$ cat config.mk
export PLATFORM = sky130hd
export DESIGN_NAME = pwm_compare_stage
export DESIGN_NICKNAME = d
export VERILOG_FILES = /design/src/rtl/pwm_compare_stage.sv
export SDC_FILE = /design/constraint.sdc
export NUM_CORES = 1
export LEC_CHECK = 0
export CORE_UTILIZATION = 38
export DETAILED_ROUTE_END_ITERATION = 6
export PLACE_DENSITY = 0.84
export SYNTH_ARGS = -nofsm -noshare
export SYNTH_HDL_FRONTEND = slang
export SYNTH_SLANG_ARGS = --single-unit
export TNS_END_PERCENT = 100
$ cat constraint.sdc
create_clock -name clk -period 1.2 [get_ports clk]
set_input_delay 0.24 -clock clk [delete_from_list [all_inputs] [get_ports clk]]
set_output_delay 0.24 -clock clk [all_outputs]
set_load 0.005 [all_outputs]
$ cat src/rtl/pwm_compare_stage.sv
// PWM compare stage: turns the upstream modulus count into a registered PWM waveform,
// with duty updates staged through a one-entry pending slot and applied only at period boundaries.
module pwm_compare_stage #(
  parameter int LIMIT    = 12,
  parameter int CW       = 4,
  parameter int DUTY_RST = 0,
  parameter int POLARITY = 0
) (
  input  logic          clk,
  input  logic          reset_n,
  input  logic          en,
  input  logic [CW-1:0] cnt_in,
  input  logic [CW:0]   duty_in,
  input  logic          duty_valid,
  output logic          duty_ready,
  output logic [CW:0]   duty_active,
  output logic          pwm_out,
  output logic          period_start,
  output logic          update_done
);

  localparam logic [CW:0] LIMIT_W = (CW+1)'(LIMIT);
  localparam logic [CW:0] FULL_W  = (CW+1)'(LIMIT + 1);
  localparam logic [CW:0] RST_W   = (CW+1)'(DUTY_RST);
  localparam logic        POL     = (POLARITY != 0);

  // Requests beyond a full period saturate to "always active".
  function automatic logic [CW:0] clamp_duty(input logic [CW:0] d);
    return (d > FULL_W) ? FULL_W : d;
  endfunction

  logic [CW:0] cnt_ext;
  logic        boundary;
  logic        accept;
  logic        promote;

  logic [CW:0] pend_p0;
  logic        pend_full_p0;
  logic [CW:0] duty_act_p0;
  logic        pwm_p1;
  logic        period_start_p1;
  logic        update_done_p1;

  assign cnt_ext  = {1'b0, cnt_in};
  assign boundary = en && (cnt_ext == LIMIT_W);
  assign accept   = duty_valid && !pend_full_p0;
  assign promote  = boundary && pend_full_p0;

  // Stage p0: pending slot and active duty. Promotion and accept are mutually
  // exclusive because accept needs an empty slot and promotion needs a full one.
  always_ff @(posedge clk or negedge reset_n) begin
    if (!reset_n) begin
      pend_p0      <= '0;
      pend_full_p0 <= 1'b0;
      duty_act_p0  <= RST_W;
    end else if (promote) begin
      duty_act_p0  <= pend_p0;
      pend_full_p0 <= 1'b0;
    end else if (accept) begin
      pend_p0      <= clamp_duty(duty_in);
      pend_full_p0 <= 1'b1;
    end
  end

  // Stage p1: registered waveform and boundary pulses. The compare uses the duty in
  // effect before this edge, so a promoted duty first applies to the count-0 compare.
  always_ff @(posedge clk or negedge reset_n) begin
    if (!reset_n) begin
      pwm_p1          <= POL;
      period_start_p1 <= 1'b0;
      update_done_p1  <= 1'b0;
    end else begin
      pwm_p1          <= (en && (cnt_ext < duty_act_p0)) ^ POL;
      period_start_p1 <= boundary;
      update_done_p1  <= promote;
    end
  end

  assign duty_ready   = !pend_full_p0;
  assign duty_active  = duty_act_p0;
  assign pwm_out      = pwm_p1;
  assign period_start = period_start_p1;
  assign update_done  = update_done_p1;

endmodule

; ---- Word level (Yosys, flattened, before mapping)
; Cells that the tools add are included.
[word_totals]
register_bits = 14
inputBits = 13
output_inout_bits = 9
wordCells = 20
[classes]
order_cmp = 2
eq_ne = 1
muxes = 3
bitwise_logic = 1
n_reduce_logical = 7
[op_table]
columns = cell, n
row1 = $gt A5 B4 Y1 const B, 1
row2 = $lt A4 B5 Y1, 1
row3 = $mux W5, 1
row4 = $eq A4 B4 Y1 const B, 1
row5 = $logic_and A1 B1 Y1, 4
row6 = $mux W1, 2
row7 = $reduce_and A2 Y1, 1
row8 = $reduce_bool A2 Y1, 1
row9 = $logic_not A1 Y1, 1
row10 = $not A1 Y1, 1

; ---- Depth between registers and ports, before layout
[logic_depth]
depth_word = 5
depth_mapped = 5
ltp_nobuf = 5

; ---- Least setup slack after synthesis
; No wires, ideal clock.
[synth_timing]
kind = register to register
start = register pend_full_p0
end = register duty_act_p0[0], in the netlist duty_active[0]
setup_ns = 0.125
arrival_ns = 1.043
required_ns = 1.075
setup_slack_ns = 0.032
path_stages_with_launch = 4
n_path_buf = 0
synth_period_minus_slack_ns = 1.168
path_cell_list = dfrtp_1 inv_1 nor3_4 mux2_2
[synth_between]
elab_chain_cells = 1
[synth_lines]
columns = element, line_no
row1 = from (decl), 38  ; logic pend_full_p0;
row2 = from (signal assigned), 54  ; pend_full_p0 <= 1'b0;
row3 = from (signal assigned), 58  ; pend_full_p0 <= 1'b0;
row4 = from (signal assigned), 61  ; pend_full_p0 <= 1'b1;
row5 = $logic_and A1 B1 Y1, 47  ; assign promote = boundary && pend_full_p0;
row6 = named net promote, 35  ; logic promote;
row7 = to (signal assigned), 57  ; duty_act_p0 <= pend_p0;
row8 = to (decl), 39  ; logic [CW:0] duty_act_p0;
; The timed path passes the listed nets, and every way through them passes these cells.
; A chain may end at the register's enable or synchronous reset.

; ---- Worst setup path after layout
[layout_timing]
start = register duty_act_p0[2], in the netlist duty_active[2]
end = register pwm_p1, in the netlist pwm_out
[layout_between]
elab_chain_cells = 2
[layout_lines]
columns = element, line_no
row1 = $lt A4 B5 Y1, 73  ; pwm_p1 <= (en && (cnt_ext < duty_act_p0)) ^ POL;
row2 = $logic_and A1 B1 Y1, 73
row3 = to (signal assigned), 73
row4 = to (decl), 40  ; logic pwm_p1;
; No other way between the ends.

==> run summary <==
number of pins exceeding their max-slew limit in the final report: 0
layout filler cell count: 130
Max Clk Rate: 835 MHz
unrepaired setup endpoints after global routing: yes
area of the die: 1810 um2
IR Drop Worst-Case VDD: 0.000879 V
routability congestion estimate: 0.745
result of the run: complete, no violations
vias per cell: 4.91
Core Region: 1520 um2
required time at the worst-slack endpoint: 1390 ps
worst hold path type: primary input to async pin
Max H-tree Level: 1
post-route ant nets: 0
number of synthesized register bits: 14
vias in the first global route: 541
Netlist cell types: 15
GRT Util Overall: 0.184
Post-Syn Nets: 71
clock insertion delay at the later pin of the skew report: 270 ps
fraction of registers with async set/reset: 1.00
sinks on the clock net: 14
total of warnings raised by yosys: 0
detailed-route wire length per cell: 13.7 um
cell accounting for the most synthesized area: sky130_fd_sc_hd__dfrtp_1
cell with the most instances after synthesis: sky130_fd_sc_hd__dfrtp_1
slack of the critical path: 2.48 ps
CP startpoint kind: register
worst setup path start: duty_active[2]
number of remaining DRC errors: 0
ranking of synthesized cells by instance count: sky130_fd_sc_hd__dfrtp_1 (14), sky130_fd_sc_hd__inv_1 (6), sky130_fd_sc_hd__nand2_1 (6), sky130_fd_sc_hd__o21ai_0 (6)
die outline height: 42.5 um
net total in the final layout: 108
Area growth syn-to-layout: 58.9%
antenna violations before repair: 0
kind of capture point of the worst setup path: register
CTS root buf: sky130_fd_sc_hd__clkbuf_4
summed instance area of the synthesized netlist: 624 um2
first-pass detailed-route iteration total: 2
maximum number of pins on one net before global-route repair: 15
Die Span X: 42.5 um
CP Class: register to register
Static Leak: 0.499 nW
pwr/cell area: 1390 nW/um2
fraction of post-synthesis cell area in the top cell type by area: 0.561
portion of the post-synthesis area used by sequential elements: 0.561
total routed wirelength: 1.45 mm
Antenna Diode Count: 0
Most used DFF post-synth: sky130_fd_sc_hd__dfrtp_1
max-cap violation count: 0
buffer depth of the longest clock path: 2
remaining global-route overflow: 0
highest net fanout along the worst path: 2
clock input transition at the sequential cells of the worst setup and hold paths: 80 ps
placed wire-length estimate: 918 um
Initial Utilization: 0.410
share of layout cells above drive strength 1: 0.300
number of top-level pins: 22
wire length of the first global-routing pass: 2.32 mm
slew margin rel.: 0.809
syn avg cell area: 11.4 um2
total negative slack for setup checks: 0 ps
overall power of the completed layout: 1.38 mW
pre-CTS setup slack: -497 ps
most area-consuming cells after synthesis: sky130_fd_sc_hd__dfrtp_1 (56%), sky130_fd_sc_hd__mux2_2 (9.0%), sky130_fd_sc_hd__ha_1 (6.0%)
CTS tree: yes
Post-synth EDFFs: 0
transition at the pin with the smallest max-transition slack: 286 ps
reg2reg start: duty_active[2]
final setup fails: 0
gate count after technology mapping: 55
initial drt markers: 3
final hold violation count: 0
number of core rows: 14
Setup Skew: 4.82 ps
Tcrit/Tclk final: 0.998
critical path arrival: 1390 ps
final worst path period need: 1200 ps
Inserted Clock Buffers: 3
vias after detailed routing: 520
quantity of I/O buffers inserted on ports: 21
==> routing by layer <==
layer | GRT usage | up-vias | wire length, um
met1 | 0.203 | 245 | 544
met3 | 0.0517 | 4 | 67
met4 | 0.113 | 0 | 36
met5 | 0 | - | 0
li1 | - | 253 | -
met2 | 0.311 | 18 | 801
==> per-stage QoR <==
step / instance area (um2) / instances / utilization / hold WS [ps]
after floorplan: 624 / 55 / - / -55.6
after global placement: 896 / 97 / 0.588 / 457
after detailed placement: 896 / 97 / 0.588 / 471
after CTS: 961 / 105 / 0.631 / 267
after global routing: 992 / 106 / 0.651 / 265
final: 992 / 106 / 0.651 / 272
==> layout make-up <==
class / instances / area, um2 / area share
well taps: 16 / 20.0 / 0.0202
flip-flops and latches: 14 / 350 / 0.353
clock buffers: 3 / 22.5 / 0.0227
multi-input cells: 34 / 279 / 0.281
inverters: 6 / 25.0 / 0.0252
repair buffers: 33 / 295 / 0.298
==> repair_timing <==
item	CTS	global route
hold buffers	0	0
pin swaps	3	3
buffers inserted	5	1
gates resized for setup	22	12
setup endpoints to repair	15	8
==> logic make-up (layout without fill, tap and decap cells) <==
group           count (synthesis)  count (layout)  share of synthesized area
simple gates                   17              17                      0.170
flops                          14              14                      0.561
compound gates                  9               9                     0.0761
buf+inv                         7              42                     0.0421
mux                             5               5                     0.0902
fa+ha+maj                       3               3                     0.0601
==> flip-flops by register name, summed over array words and instances, names as in the netlist <==
name	count
pend_p0	5
update_done	1
pend_full_p0	1
pwm_out	1
duty_active	5
period_start	1
==> final timing paths <==
check	end	cells past startpoint	slack, ps
worst max-delay path	pwm_out	6	2
worst min-delay path	update_done	2	270
worst max register to register	pwm_out	6	2
worst min register to register	pend_p0[0]	2	490
max in group asynchronous	duty_active[1]	2	760
min in group clk	period_start	3	430
==> placed cells by master, fill, tap and decap left out <==
master and count:
sky130_fd_sc_hd__nor2b_1 2, sky130_fd_sc_hd__and2_1 1, sky130_fd_sc_hd__clkdlybuf4s50_1 7, sky130_fd_sc_hd__nor3_4 1, sky130_fd_sc_hd__nand4b_4 1, sky130_fd_sc_hd__mux2_2 1
sky130_fd_sc_hd__inv_2 1, sky130_fd_sc_hd__inv_1 4, sky130_fd_sc_hd__dlygate4sd2_1 9, sky130_fd_sc_hd__ha_4 1, sky130_fd_sc_hd__inv_4 1, sky130_fd_sc_hd__buf_4 9
sky130_fd_sc_hd__nand2_1 6, sky130_fd_sc_hd__nor2_1 5, sky130_fd_sc_hd__o21ai_1 2, sky130_fd_sc_hd__a21oi_2 1, sky130_fd_sc_hd__nand2b_1 1, sky130_fd_sc_hd__mux2_4 4
sky130_fd_sc_hd__dfrtp_1 14, sky130_fd_sc_hd__ha_1 2, sky130_fd_sc_hd__clkbuf_4 3, sky130_fd_sc_hd__a31oi_1 2, sky130_fd_sc_hd__clkbuf_2 1, sky130_fd_sc_hd__clkdlybuf4s15_1 4
sky130_fd_sc_hd__o21ai_0 4, sky130_fd_sc_hd__buf_6 3
==> worst max-delay path: stages (launching register included) <==
cell                      delay (ps)
sky130_fd_sc_hd__dfrtp_1         390
sky130_fd_sc_hd__buf_6           130
sky130_fd_sc_hd__inv_4            40
sky130_fd_sc_hd__ha_4            190
sky130_fd_sc_hd__a21oi_2         110
sky130_fd_sc_hd__o21ai_1          80
sky130_fd_sc_hd__a31oi_1         180
==> report_power, final <==
part           internal, mW  switching (mW)
logic                 0.302           0.196
registers             0.572          0.0601
clock network         0.116           0.137
Note: power is estimated with default switching activity, not from simulation.
